## src/rtl/graph_pkg.sv

```systemverilog
// graph_pkg: shared event type and default sensor/graph geometry for the normaliser.
package graph_pkg;
   localparam int DEF_MAX_X_COORD  = 240;
   localparam int DEF_MAX_Y_COORD  = 180;
   localparam int DEF_GRAPH_SIZE_X = 128;
   localparam int DEF_GRAPH_SIZE_Y = 128;
   localparam int DEF_GRAPH_SIZE_T = 128;
   localparam int GX_BITS = $clog2(DEF_GRAPH_SIZE_X);
   localparam int GY_BITS = $clog2(DEF_GRAPH_SIZE_Y);
   localparam int GT_BITS = $clog2(DEF_GRAPH_SIZE_T);
   typedef struct packed {
      logic [GX_BITS-1:0] x;
      logic [GY_BITS-1:0] y;
      logic [GT_BITS-1:0] t;
      logic               p;
      logic               valid;
   } event_type;
endpackage

```

## src/rtl/norm_window_tracker.sv

```systemverilog
// norm_window_tracker: stage-1 sliding time window state, window-relative delta and
// detection of window-opening and backwards-timestamp events.
module norm_window_tracker import graph_pkg::*; #(
   parameter int INPUT_BIT_TIME = 32,
   parameter int TIME_WINDOW    = 50000,
   parameter int CNT_BITS       = 16,
   parameter int DW             = 16
) (
   input  logic                      clk,
   input  logic                      reset,
   input  logic                      accept,
   input  logic                      coord_ok,
   input  logic [INPUT_BIT_TIME-1:0] ts,
   output logic [DW-1:0]             delta,
   output logic                      new_win,
   output logic                      back,
   output logic                      ts_error,
   output logic [CNT_BITS-1:0]       window_count
);
   logic [INPUT_BIT_TIME-1:0] window_start;
   logic [INPUT_BIT_TIME-1:0] diff;
   logic                      window_open;

   // delta is only meaningful for kept, non-opening events, where it is < TIME_WINDOW
   always_comb begin
      diff    = ts - window_start;
      back    = coord_ok && window_open && ts < window_start;
      new_win = coord_ok && (!window_open || (!back && diff >= INPUT_BIT_TIME'(TIME_WINDOW)));
      delta   = new_win ? '0 : DW'(diff);
   end

   always_ff @(posedge clk or negedge reset) begin
      if (!reset) begin
         window_start <= '0;
         window_open  <= 1'b0;
         ts_error     <= 1'b0;
         window_count <= '0;
      end else if (accept) begin
         if (new_win) begin
            window_start <= ts;
            window_open  <= 1'b1;
            if (window_count != '1) window_count <= window_count + CNT_BITS'(1);
         end
         if (back) ts_error <= 1'b1;
      end
   end
endmodule

```

## src/rtl/event_normalizer.sv

```systemverilog
// event_normalizer: 3-stage classify/multiply/divide pipeline rescaling DVS events onto
// the graph grid, with window tracking, malformed-event dropping and counters.
module event_normalizer import graph_pkg::*; #(
   parameter int MAX_X_COORD    = DEF_MAX_X_COORD,
   parameter int MAX_Y_COORD    = DEF_MAX_Y_COORD,
   parameter int GRAPH_SIZE_X   = DEF_GRAPH_SIZE_X,
   parameter int GRAPH_SIZE_Y   = DEF_GRAPH_SIZE_Y,
   parameter int GRAPH_SIZE_T   = DEF_GRAPH_SIZE_T,
   parameter int INPUT_BIT_TIME = 32,
   parameter int INPUT_BIT_X    = 8,
   parameter int INPUT_BIT_Y    = 8,
   parameter int TIME_WINDOW    = 50000,
   parameter int CNT_BITS       = 16
) (
   input  logic                      clk,
   input  logic                      reset,
   input  logic [INPUT_BIT_TIME-1:0] in_timestamp,
   input  logic [INPUT_BIT_X-1:0]    in_x,
   input  logic [INPUT_BIT_Y-1:0]    in_y,
   input  logic                      in_polarity,
   input  logic                      in_valid,
   output logic                      in_ready,
   output event_type                 out_event,
   output logic                      out_valid,
   input  logic                      out_ready,
   output logic                      reset_context,
   output logic [CNT_BITS-1:0]       drop_count,
   output logic [CNT_BITS-1:0]       window_count,
   output logic                      ts_error
);
   localparam int DW  = $clog2(TIME_WINDOW + 1);
   localparam int PXW = $clog2(MAX_X_COORD * GRAPH_SIZE_X + 1);
   localparam int PYW = $clog2(MAX_Y_COORD * GRAPH_SIZE_Y + 1);
   localparam int PTW = $clog2(TIME_WINDOW * GRAPH_SIZE_T + 1);

   logic                   en, accept, coord_ok, new_win, back;
   logic [DW-1:0]          delta;
   logic                   s1_valid, s1_p, s1_new;
   logic [INPUT_BIT_X-1:0] s1_x;
   logic [INPUT_BIT_Y-1:0] s1_y;
   logic [DW-1:0]          s1_delta;
   logic                   s2_valid, s2_p, s2_new;
   logic [PXW-1:0]         s2_px;
   logic [PYW-1:0]         s2_py;
   logic [PTW-1:0]         s2_pt;
   logic [GX_BITS-1:0]     o_x;
   logic [GY_BITS-1:0]     o_y;
   logic [GT_BITS-1:0]     o_t;
   logic                   o_p;

   assign en        = !out_valid || out_ready;
   assign in_ready  = en;
   assign accept    = in_valid && en;
   assign coord_ok  = int'(in_x) < MAX_X_COORD && int'(in_y) < MAX_Y_COORD;
   assign out_event = '{x: o_x, y: o_y, t: o_t, p: o_p, valid: out_valid};

   norm_window_tracker #(
      .INPUT_BIT_TIME(INPUT_BIT_TIME),
      .TIME_WINDOW   (TIME_WINDOW),
      .CNT_BITS      (CNT_BITS),
      .DW            (DW)
   ) u_tracker (
      .clk         (clk),
      .reset       (reset),
      .accept      (accept),
      .coord_ok    (coord_ok),
      .ts          (in_timestamp),
      .delta       (delta),
      .new_win     (new_win),
      .back        (back),
      .ts_error    (ts_error),
      .window_count(window_count)
   );

   always_ff @(posedge clk or negedge reset) begin
      if (!reset) begin
         drop_count    <= '0;
         s1_valid      <= 1'b0;
         s1_p          <= 1'b0;
         s1_new        <= 1'b0;
         s1_x          <= '0;
         s1_y          <= '0;
         s1_delta      <= '0;
         s2_valid      <= 1'b0;
         s2_p          <= 1'b0;
         s2_new        <= 1'b0;
         s2_px         <= '0;
         s2_py         <= '0;
         s2_pt         <= '0;
         out_valid     <= 1'b0;
         reset_context <= 1'b0;
         o_x           <= '0;
         o_y           <= '0;
         o_t           <= '0;
         o_p           <= 1'b0;
      end else begin
         if (accept && (!coord_ok || back) && drop_count != '1)
            drop_count <= drop_count + CNT_BITS'(1);
         if (en) begin
            // dropped events still occupy the slot, just with valid cleared
            s1_valid      <= accept && coord_ok && !back;
            s1_p          <= in_polarity;
            s1_new        <= new_win;
            s1_x          <= in_x;
            s1_y          <= in_y;
            s1_delta      <= delta;
            s2_valid      <= s1_valid;
            s2_p          <= s1_p;
            s2_new        <= s1_new;
            s2_px         <= PXW'(s1_x) * PXW'(GRAPH_SIZE_X);
            s2_py         <= PYW'(s1_y) * PYW'(GRAPH_SIZE_Y);
            s2_pt         <= PTW'(s1_delta) * PTW'(GRAPH_SIZE_T);
            out_valid     <= s2_valid;
            reset_context <= s2_valid && s2_new;
            o_x           <= GX_BITS'(s2_px / PXW'(MAX_X_COORD));
            o_y           <= GY_BITS'(s2_py / PYW'(MAX_Y_COORD));
            o_t           <= GT_BITS'(s2_pt / PTW'(TIME_WINDOW));
            o_p           <= s2_p;
         end
      end
   end
endmodule

```

## config.mk

```make
export PLATFORM = sky130hd
export DESIGN_NAME = event_normalizer
export DESIGN_NICKNAME = d
export VERILOG_FILES = /design/src/rtl/graph_pkg.sv /design/src/rtl/norm_window_tracker.sv /design/src/rtl/event_normalizer.sv
export SDC_FILE = /design/constraint.sdc
export NUM_CORES = 1
export LEC_CHECK = 0
export CAP_MARGIN = 20
export CORE_ASPECT_RATIO = 1.5
export CORE_MARGIN = 2
export CORE_UTILIZATION = 30
export CTS_CLUSTER_DIAMETER = 40
export CTS_CLUSTER_SIZE = 30
export DETAILED_ROUTE_END_ITERATION = 10
export GPL_TIMING_DRIVEN = 0
export SYNTH_ARGS = -nofsm -noshare
export SYNTH_HDL_FRONTEND = slang
export SYNTH_SLANG_ARGS = --single-unit
```

## constraint.sdc

```tcl
create_clock -name clk -period 24.2 [get_ports clk]
set_clock_uncertainty 0.15 [all_clocks]
set_input_delay 4.84 -clock clk [delete_from_list [all_inputs] [get_ports clk]]
set_output_delay 4.84 -clock clk [all_outputs]
set_load 0.01 [all_outputs]
```

==> out/results.md <==
| Metric | Reported |
| --- | --- |
| Layout Nets | 1,985 |
| Launch point of the worst hold path | u_tracker.ts_error |
| Fill cell total of the finished layout | 4,753 |
| Starting density of the core | 0.303 |
| Nature of the critical path endpoint | output pin |
| First-pass GRT wire length | 67,100 um |
| Number of optimization iterations in the first detailed-route pass | 7 |
| Final setup violating endpoints | 0 |
| Outcome | complete, no violations |
| Max-cap violations | 0 |
| Vias in the first global route | 13,410 |
| Least-Margin Pin Slew | 0.880 ns |
| Die Span Y | 268 um |
| Cell Count, Final, Fillers Out | 2,485 |
| Worst flop-to-flop path startpoint | s2_pt[11] |
| Number of instances in the placed design | 2,452 |
| Port-buffer cells | 111 |
| Kind of critical path | in2out |
| Number of antenna violations at the first check in global routing | 1 |
| Detailed router's first-iteration violation count | 747 |
| Largest area contributor in the synthesized netlist | dfrtp_1 |
| Worst path top cell family by delay | buffers and inverters |
| Clk_lat worst skew | 0.45 ns |
| Avg WL per Cell | 16.2 um |
| Critical Path, Cell by Cell | clkdlybuf4s50_1 > nor2b_1 > clkinv_1 > clkbuf_1 > clkbuf_1 > clkdlybuf4s50_1 |
| Cells taking the most area after synthesis | dfrtp_1 (29%), nand2_1 (7.9%), ha_1 (4.2%), o21ai_0 (4.1%), nor2_1 (3.8%) |
| Unrepaired setup endpoints after global routing | false |
| Sequential fraction of the synthesis area | 0.288 |
| Max Fanout on Critical Path | 10 |
| Global-route congestion overflow total | 0 |
| Post-synth EDFFs | 0 |
| Hold Worst Slack | 0.316 ns |
| Root buffer cell | clkbuf_16 |
| Fmax | 80.0 MHz |
| CTS tree | done |
| Setup slack of the worst register-to-register path | 13.92 ns |
| Slowest cell on the critical path | clkbuf_1 |
| Via count of the routed design | 13,400 |
| CTS Hold Bufs | 0 |
| Summed negative setup slack over all endpoints | 0 ns |
| Total setup buffers inserted after CTS | 0 |
| Final cycle utilization of the critical path | 0.517 |
| Clk sink count | 160 |
| CTS max path bufs | 2 |
| Final setup slack of the worst path | 11.70 ns |
| Number of diodes | 0 |
| YS warnings | 0 |
| Worst hold endpoint | u_tracker.ts_error |
| Die area | 0.0481 sq mm |
| Synthesized netlist cell count | 1,752 |
| Avg Vias per Cell | 5.39 |
| Critical Path RT | 19.21 ns |
| Level count of the clock H-tree | 4 |
| Floorplan Core Area | 0.0458 sq mm |
| GP Congestion | 0.876 |
| Tmin final | 12.50 ns |
| Crit start category | primary input |
| Remaining routing DRC violations | 0 |
| Flip-flop cell with the highest count after synthesis | dfrtp_1 |
| Hpwl dp | 31,600 um |
| Arrival time worst endpoint | 7.51 ns |
| Nets in the synthesized netlist | 1,853 |
| Reg2reg end | o_t[0] |
| Longest individual stage delay on the worst path | 0.68 ns |
| Endpoints failing hold | 0 |
| Share of post-route cells with drive strength above 1 | 0.0928 |
| Hold Crit Class | reg2reg |
| Number of stages on the worst hold path | 1 |
| I/O pins | 112 |
| Final max-slew violation count | 0 |
| Largest net degree at the start of global routing | 86 |
| Number of routed nets with antenna violations | 0 |
| Synthesis-to-finish area growth | 18.1% |
| Post-Syn Area | 0.0139 sq mm |
| Total track usage | 0.168 |
| Post-synthesis average cell area | 7.93 sq um |
| Share of flip-flops with an asynchronous set or reset | 1.00 |
| Area share of the leading cell type in the synthesized netlist | 0.288 |
| Die Width | 180 um |
| Yosys reg bits | 160 |
| Row Count | 96 |
| Clock-pin transition on the worst setup and hold timing paths | 0.07 ns |
| Number of different library cells in the post-synthesis netlist | 115 |
| Register-to-Register Path Depth | 33 |
| CTS Buf Count | 17 |
| Pre-CTS setup slack | 11.61 ns |
| Max-slew headroom | 0.409 |
| Crit path buf inv count | 5 |
| Cells resized by post-CTS repair | 0 |
| Total wire length | 40,200 um |
-- routing by layer --
| layer | vias up | GRT usage | wire (um) |
|---|---|---|---|
| li1 | 6653 | - | - |
| met2 | 321 | 0.313 | 20800 |
| met1 | 6343 | 0.182 | 16200 |
| met3 | 81 | 0.0367 | 1890 |
| met5 | - | 0 | 13 |
| met4 | 2 | 0.0699 | 1330 |
-- layout make-up --
type | count | area [sq um] | share of cell area
flip-flops and latches | 160 | 4000 | 0.244
plain buffers | 78 | 372 | 0.0227
well taps | 588 | 736 | 0.0449
inverters | 91 | 342 | 0.0208
repair buffers | 113 | 1150 | 0.0700
multi-input cells | 1423 | 9170 | 0.559
clock inverters | 15 | 204 | 0.0124
clock buffers | 17 | 425 | 0.0259
-- worst max path at each step --
stage | start | endpoint | slack [ns] | cells past startpoint
floorplan | out_ready | in_ready | 13.65 | 4
global placement | reset | u_tracker.window_start[10] | 11.30 | 1
detailed placement | out_ready | in_ready | 11.61 | 6
CTS | out_ready | in_ready | 11.61 | 6
global route | out_ready | in_ready | 11.51 | 6
finish | out_ready | in_ready | 11.70 | 6
-- stage by stage --
step | util | cell area [sq um]
3_5_place_dp | 0.345 | 15800
3_3_place_gp | 0.344 | 15700
5_1_grt | 0.358 | 16400
6_report | 0.358 | 16400
2_1_floorplan | - | 13900
4_1_cts | 0.358 | 16400
-- state kept, by name, indices dropped and copies added, names as in the netlist, 8 cells and up --
name / flops
u_tracker.window_count: 16
s1_y: 8
s2_py: 8
drop_count: 16
u_tracker.window_start: 32
s2_px: 8
s1_delta: 16
s2_pt: 16
s1_x: 8
-- synthesized netlist by cell type, drive strengths merged (10+ instances only) --
cell and instances:
o21a 17, buf 24, o211ai 21, and2 27, nor4 11, inv 88
xor2 29, or4 10, nand3 62, nand2b 23, a21oi 84, or3 24
o21ai 125, or2 13, nor2b 11, mux2i 24, o31ai 20, a31oi 36
nand2 293, a21o 18, a21boi 16, nor3 56, ha 47, mux2 44
dfrtp 160, and3 17, xnor2 44, a211oi 21, nand4 15, nor2 140
clkbuf 54, a22o 15
-- placed cells by master, fill, tap and decap left out, drive strengths merged, types with 16 or more instances in the layout --
cell type / synthesis / routed
nand2b: 23 / 23
ha: 47 / 47
o21ai: 125 / 125
a211oi: 21 / 21
inv: 88 / 97
nor3: 56 / 56
buf: 24 / 26
dfrtp: 160 / 160
nor2: 140 / 140
mux2i: 24 / 24
a21o: 18 / 18
nand2: 293 / 293
a31oi: 36 / 36
o211ai: 21 / 21
or3: 24 / 24
xnor2: 44 / 44
a21boi: 16 / 16
and3: 17 / 17
nand3: 62 / 62
o31ai: 20 / 20
xor2: 29 / 29
a21oi: 84 / 84
o21a: 17 / 17
mux2: 44 / 44
clkdlybuf4s50: 0 / 110
and2: 27 / 27
clkbuf: 54 / 72
-- cells by family (layout without fill, tap and decap cells) --
group / count (synthesis) / count (layout) / share of synthesized area
multiplexers: 68 / 68 / 0.0548
AO/OA/AOI/OAI: 502 / 502 / 0.260
AND/OR/NAND/NOR: 731 / 731 / 0.254
flip-flops: 160 / 160 / 0.288
XOR/XNOR: 73 / 73 / 0.0474
buffers and inverters: 169 / 314 / 0.0514
adder cells (fa/ha/maj): 49 / 49 / 0.0445
Power is left out: the tool's default activity adds up to more than one toggle a clock period on the data nets, which glitch-free logic cannot reach.
